## src/rtl/register_file.sv

```systemverilog
// -----------------------------------------------------------------------------
// register_file
//   Architectural integer register file with per-register rename tags.
//   It sits between instruction issue and the reorder buffer's commit port.
//   Commits write values and release renames when the commit's ROB tag still
//   matches the register's current tag. Issues mark the destination register
//   busy with the allocated ROB tag. A clear drops all pending renames.
//   The two read ports are combinational and forward a same-cycle commit.
//
// Ports
//   clk_in, rst_in        clock, synchronous active-high reset
//   rdy_in                when low, all state holds and forwarding is off
//   clear_signal          misprediction flush: all busy bits drop, issue ignored
//   issue_signal          issue valid; issue_rd_id / issue_tag give the rename
//   reg_done              commit valid; reg_value / reg_id / reg_tag
//   rs1_id, rs2_id        source register ids
//   rsN_value/busy/tag    ready value, or the ROB tag to wait on when busy
// -----------------------------------------------------------------------------
module register_file #(
  parameter int ROB_WIDTH = 4
) (
  input  logic                 clk_in,
  input  logic                 rst_in,
  input  logic                 rdy_in,
  input  logic                 clear_signal,
  input  logic                 issue_signal,
  input  logic [4:0]           issue_rd_id,
  input  logic [ROB_WIDTH-1:0] issue_tag,
  input  logic                 reg_done,
  input  logic [31:0]          reg_value,
  input  logic [4:0]           reg_id,
  input  logic [ROB_WIDTH-1:0] reg_tag,
  input  logic [4:0]           rs1_id,
  input  logic [4:0]           rs2_id,
  output logic [31:0]          rs1_value,
  output logic [31:0]          rs2_value,
  output logic                 rs1_busy,
  output logic                 rs2_busy,
  output logic [ROB_WIDTH-1:0] rs1_tag,
  output logic [ROB_WIDTH-1:0] rs2_tag
);

  // Entry 0 is never written after reset, so it stays constant zero.
  logic [31:0]          value_reg [0:31];
  logic [ROB_WIDTH-1:0] tag_reg   [0:31];
  logic [31:0]          busy_reg;

  logic [31:0] commit_hit;
  logic [31:0] issue_hit;
  logic [31:0] release_hit;
  logic        flush;

  assign flush = rdy_in & clear_signal;

  assign commit_hit[0]  = 1'b0;
  assign issue_hit[0]   = 1'b0;
  assign release_hit[0] = 1'b0;

  // Per-register decode of commit and issue.
  // A commit only releases the rename if the register still waits on that
  // exact ROB entry; a later issue to the same register makes it stale.
  genvar gi;
  generate
    for (gi = 1; gi < 32; gi++) begin : g_decode
      localparam logic [4:0] IDX = 5'(gi);
      assign commit_hit[gi]  = rdy_in & reg_done & (reg_id == IDX);
      assign release_hit[gi] = commit_hit[gi] & busy_reg[gi] & (tag_reg[gi] == reg_tag);
      assign issue_hit[gi]   = rdy_in & issue_signal & ~clear_signal & (issue_rd_id == IDX);
    end
  endgenerate

  always_ff @(posedge clk_in) begin
    if (rst_in) begin
      for (int i = 0; i < 32; i++) begin
        value_reg[i] <= '0;
        tag_reg[i]   <= '0;
      end
      busy_reg <= '0;
    end else begin
      for (int i = 0; i < 32; i++) begin
        // Commits arrive in program order, so the value is always written.
        if (commit_hit[i]) value_reg[i] <= reg_value;
        if (issue_hit[i])  tag_reg[i]   <= issue_tag;
      end
      // Set after clear: a same-cycle issue to the committing register wins.
      if (flush) busy_reg <= '0;
      else       busy_reg <= (busy_reg & ~release_hit) | issue_hit;
    end
  end

  // Read ports. They see pre-issue state, so an instruction that reads and
  // writes the same register gets the old mapping.
  generate
    for (gi = 0; gi < 2; gi++) begin : g_read
      logic [4:0]           id;
      logic                 fwd;
      logic [31:0]          val;
      logic                 busy;
      logic [ROB_WIDTH-1:0] tag;

      assign id  = (gi == 0) ? rs1_id : rs2_id;
      assign fwd = busy_reg[id] & rdy_in & reg_done & (reg_id == id) & (reg_tag == tag_reg[id]);

      always_comb begin
        val  = value_reg[id];
        busy = busy_reg[id];
        tag  = tag_reg[id];
        if (id == 5'd0) begin
          val  = '0;
          busy = 1'b0;
          tag  = '0;
        end else if (fwd) begin
          val  = reg_value;
          busy = 1'b0;
        end
      end
    end
  endgenerate

  assign rs1_value = g_read[0].val;
  assign rs1_busy  = g_read[0].busy;
  assign rs1_tag   = g_read[0].tag;
  assign rs2_value = g_read[1].val;
  assign rs2_busy  = g_read[1].busy;
  assign rs2_tag   = g_read[1].tag;

endmodule

```

## config.mk

```make
export PLATFORM = sky130hd
export DESIGN_NAME = register_file
export DESIGN_NICKNAME = d
export VERILOG_FILES = /design/src/rtl/register_file.sv
export SDC_FILE = /design/constraint.sdc
export NUM_CORES = 2
export LEC_CHECK = 0
export BUFFER_PORTS_ARGS = -buffer_cell sky130_fd_sc_hd__buf_2
export CAP_MARGIN = 20
export CORE_MARGIN = 4
export CORE_UTILIZATION = 45
export DETAILED_ROUTE_END_ITERATION = 6
export PLACE_DENSITY_LB_ADDON = 0.12
export REMOVE_ABC_BUFFERS = 1
export SLEW_MARGIN = 10
export SYNTH_ARGS = -nofsm -noshare
export SYNTH_HDL_FRONTEND = slang
export SYNTH_SLANG_ARGS = --single-unit
```

## constraint.sdc

```tcl
create_clock -name clk_in -period 8 [get_ports clk_in]
set_clock_uncertainty 0.15 [all_clocks]
set_input_delay 0.4 -clock clk_in [delete_from_list [all_inputs] [get_ports clk_in]]
set_output_delay 0.4 -clock clk_in [all_outputs]
set_load 0.005 [all_outputs]
```

==> flow_summary_export.csv <==
group,metric,value,unit
clock_tree,cts_root_buffer,"clkbuf_16",
critical_path,ff2ff_setup_slack,6.14,ns
sta,finalSetupViolations,0,
grt,grt_overflow,0,
min_path,min_from,"reg_id[2]",
synthesis,syn-mean-instance-area,15.5,um2
sta,slew_headroom,0.266,
drt,post-route-drc-count,0,
min_path,min_to,"busy_reg[25]$_SDFF_PP0_",
drt,antenna_left,0,
critical_path,worstPathCellList,"buf_8, buf_4, mux4_2, nand2b_1, a31oi_1, o311ai_1, xnor2_1, o2111ai_4, buf_4, mux2_2, buf_2",
clock_tree,ctsResizeCount,0,
sta,fin_crit_sh,0.647,
final_layout,antenna_cells,0,
placement,pre_cts_ws,2.90,ns
grt,met2_usage,0.455,
synthesis,syn_area,59200,um2
grt,use_met1,0.410,
sta,slew_violations,0,
floorplanning,dieArea,138000,um2
floorplanning,die_y,371,um
final_layout,nNetsFinal,3906,
placement,dp.cells,5449,
critical_path,path_common_cell,"buf_4",
drt,avgViaCountPerCell,6.59,
synthesis,ys_ff_latch,1147,
clock_tree,path_clk_slew,0.06,ns
clock_tree,htreeDepth,4,
final_layout,largest_register_ffs,992,
drt,first_pass_iters,6,
critical_path,cp-end-kind,"output pin",
clock_tree,cts.path.max_buffers,3,
clock_tree,cts_tree,"built",
critical_path,r2r_cells,5,
critical_path,slowest_stage,"buf_4",
floorplanning,ios,140,
critical_path,cp.required,7.45,ns
synthesis,synthDistinctLibCells,60,
power,cellLeakagePower,0.0220,uW
sta,period_minus_slack,5.17,ns
power,power,15100,uW
synthesis,synth_edf_count,1116,
synthesis,synth_most_common_cell,"edfxtp_1",
critical_path,worstSetupPathType,"in -> out",
outcome,status,"finished, final reports clean",
critical_path,crit_path_start_kind,"input pin",
grt,grt_max_degree,104,
clock_tree,postCtsSetupBuffers,0,
floorplanning,coreArea,130000,um2
synthesis,synth.area.top_cells,"edfxtp_1 57%, mux4_2 22%, nor2_1 4.1%",
critical_path,cp.arrival,4.62,ns
critical_path,reg2reg_from,"tag_reg[27][3]$_DFFE_PP_",
critical_path,crit_fanout,42,
drt,finalWirelength,198000,um
synthesis,ys_seq_area_frac,0.576,
final_layout,stdcell_count,5684,
critical_path,slowest_delay,0.74,ns
final_layout,drive_gt1_frac,0.303,
clock_tree,clk_latency,0.76,ns
critical_path,reg2reg_to,"busy_reg[27]$_SDFF_PP0_",
synthesis,synth_common_cells,"1116 x edfxtp_1, 648 x nor2_1, 583 x mux4_2",
min_path,holdCritPathClass,"in -> reg",
synthesis,synth_top_cell_area_share,0.566,
synthesis,synth_top_cell_by_area,"edfxtp_1",
floorplanning,rows,132,
synthesis,yosysWarnings,0,
grt,met3_usage,0.0516,
sta,final-hold-violation-count,0,
grt,top_usage_layer,"met2",
floorplanning,initial_core_util,0.455,
final_layout,syn_to_final_growth,11.0,%
placement,hpwl,113000,um
placement,globalplace.congestion,0.863,
sta,setup_ws,2.83,ns
clock_tree,hold_buffers,0,
power,ir_worst_vdd,175,uV
grt,grtUsageTotal,0.289,
synthesis,synth-main-ff-cell,"edfxtp_1",
power,cellPowerDensity,229,nW/um2
synthesis,async_reset_ff_frac,0,
min_path,hold_path_depth,5,
sta,rsz0062_at_grt,"false",
grt,antenna_found_initial,5,
grt,grt_pass1_vias,37372,
sta,fin_tns_setup,0,ns
drt,drt-initial-drc-count,5145,
sta,tightestPinTransition,1.10,ns
clock_tree,cts_made_buffers,130,
synthesis,synthCells,3830,
placement,port-buffer-count,139,
grt,grt_pass1_wl,280000,um
clock_tree,clkSinkCount,1147,
flow_run,drv_cap,0,
floorplanning,die_w,371,um
drt,wire_per_inst,34.9,um
sta,max_freq,193,MHz
drt,vias,37470,
final cells by class:
type / instances / area, um2
multi-input combinational: 2271 / 23500
fill: 10861 / 64400
timing repair buffer: 250 / 1630
clock buffer: 162 / 3530
tap: 1742 / 2180
sequential: 1147 / 34100
clock inverter: 72 / 631
inverter: 40 / 155
cell usage in the layout (no fill, tap or decap), types with 21 or more instances in the layout:
cell type and instances:
a21oi_1 88, buf_2 130, buf_4 111, clkbuf_1 21, clkbuf_16 134, clkinv_1 24
clkinv_2 22, dfxtp_1 31, edfxtp_1 1116, inv_1 38, mux2_2 78, mux2_4 29
mux2i_1 142, mux4_2 583, nand2_1 99, nand2b_1 61, nand3_1 27, nand4_1 21
nor2_1 648, o21ai_0 83, o221ai_1 30, o22ai_1 33, o31ai_1 31, xnor2_1 76
xor2_1 63
how the worst max path moves through the flow:
| stage | start | end | depth (start not counted) |
|---|---|---|---|
| after floorplan | rs1_id[3] | rs1_value[0] | 7 |
| after global placement | rs1_id[3] | rs1_value[0] | 10 |
| after detailed placement | rs2_id[1] | rs2_value[29] | 11 |
| after CTS | rs2_id[1] | rs2_value[29] | 11 |
| after global routing | rs2_id[1] | rs2_value[29] | 11 |
| final | rs2_id[1] | rs2_value[29] | 11 |
critical path: cells and delay by family:
family / cells / cell delay [ns]
AOI/OAI and AO/OA: 3 / 0.86
buffers and inverters: 4 / 1.85
xor gates and xnor gates: 1 / 0.20
muxes: 2 / 0.98
and+or+nand+nor: 1 / 0.15
power breakdown:
part	internal [uW]	leakage [uW]	total [uW]	switching, uW
Clock	3400	0.00204	5900	2500
Sequential	7010	0.0109	7220	208
Combinational	884	0.00904	1950	1070
layer usage:
layer,share of wire,wire [um],vias to the layer above
met3,0.090,17800,371
li1,-,-,15081
met4,0.034,6760,6
met1,0.41,80400,19900
met2,0.47,93100,2112
met5,0.00020,39,-
logic make-up after synthesis:
kind of cell / count (synthesis) / share of synthesized area
compound gates: 336 / 0.0360
xor+xnor: 140 / 0.0208
buf+inv: 412 / 0.0295
flops: 1147 / 0.576
mux: 835 / 0.268
simple gates: 960 / 0.0691
metrics by stage:
step,util,cell area [um2],hold WS [ns]
floorplan,-,57600,0.310
global placement,0.473,61600,0.326
detailed placement,0.473,61600,0.333
CTS,0.505,65700,0.0152
global route,0.505,65700,0.0709
finish,0.505,65700,0.0559
Note: power is estimated with default switching activity, not from simulation.
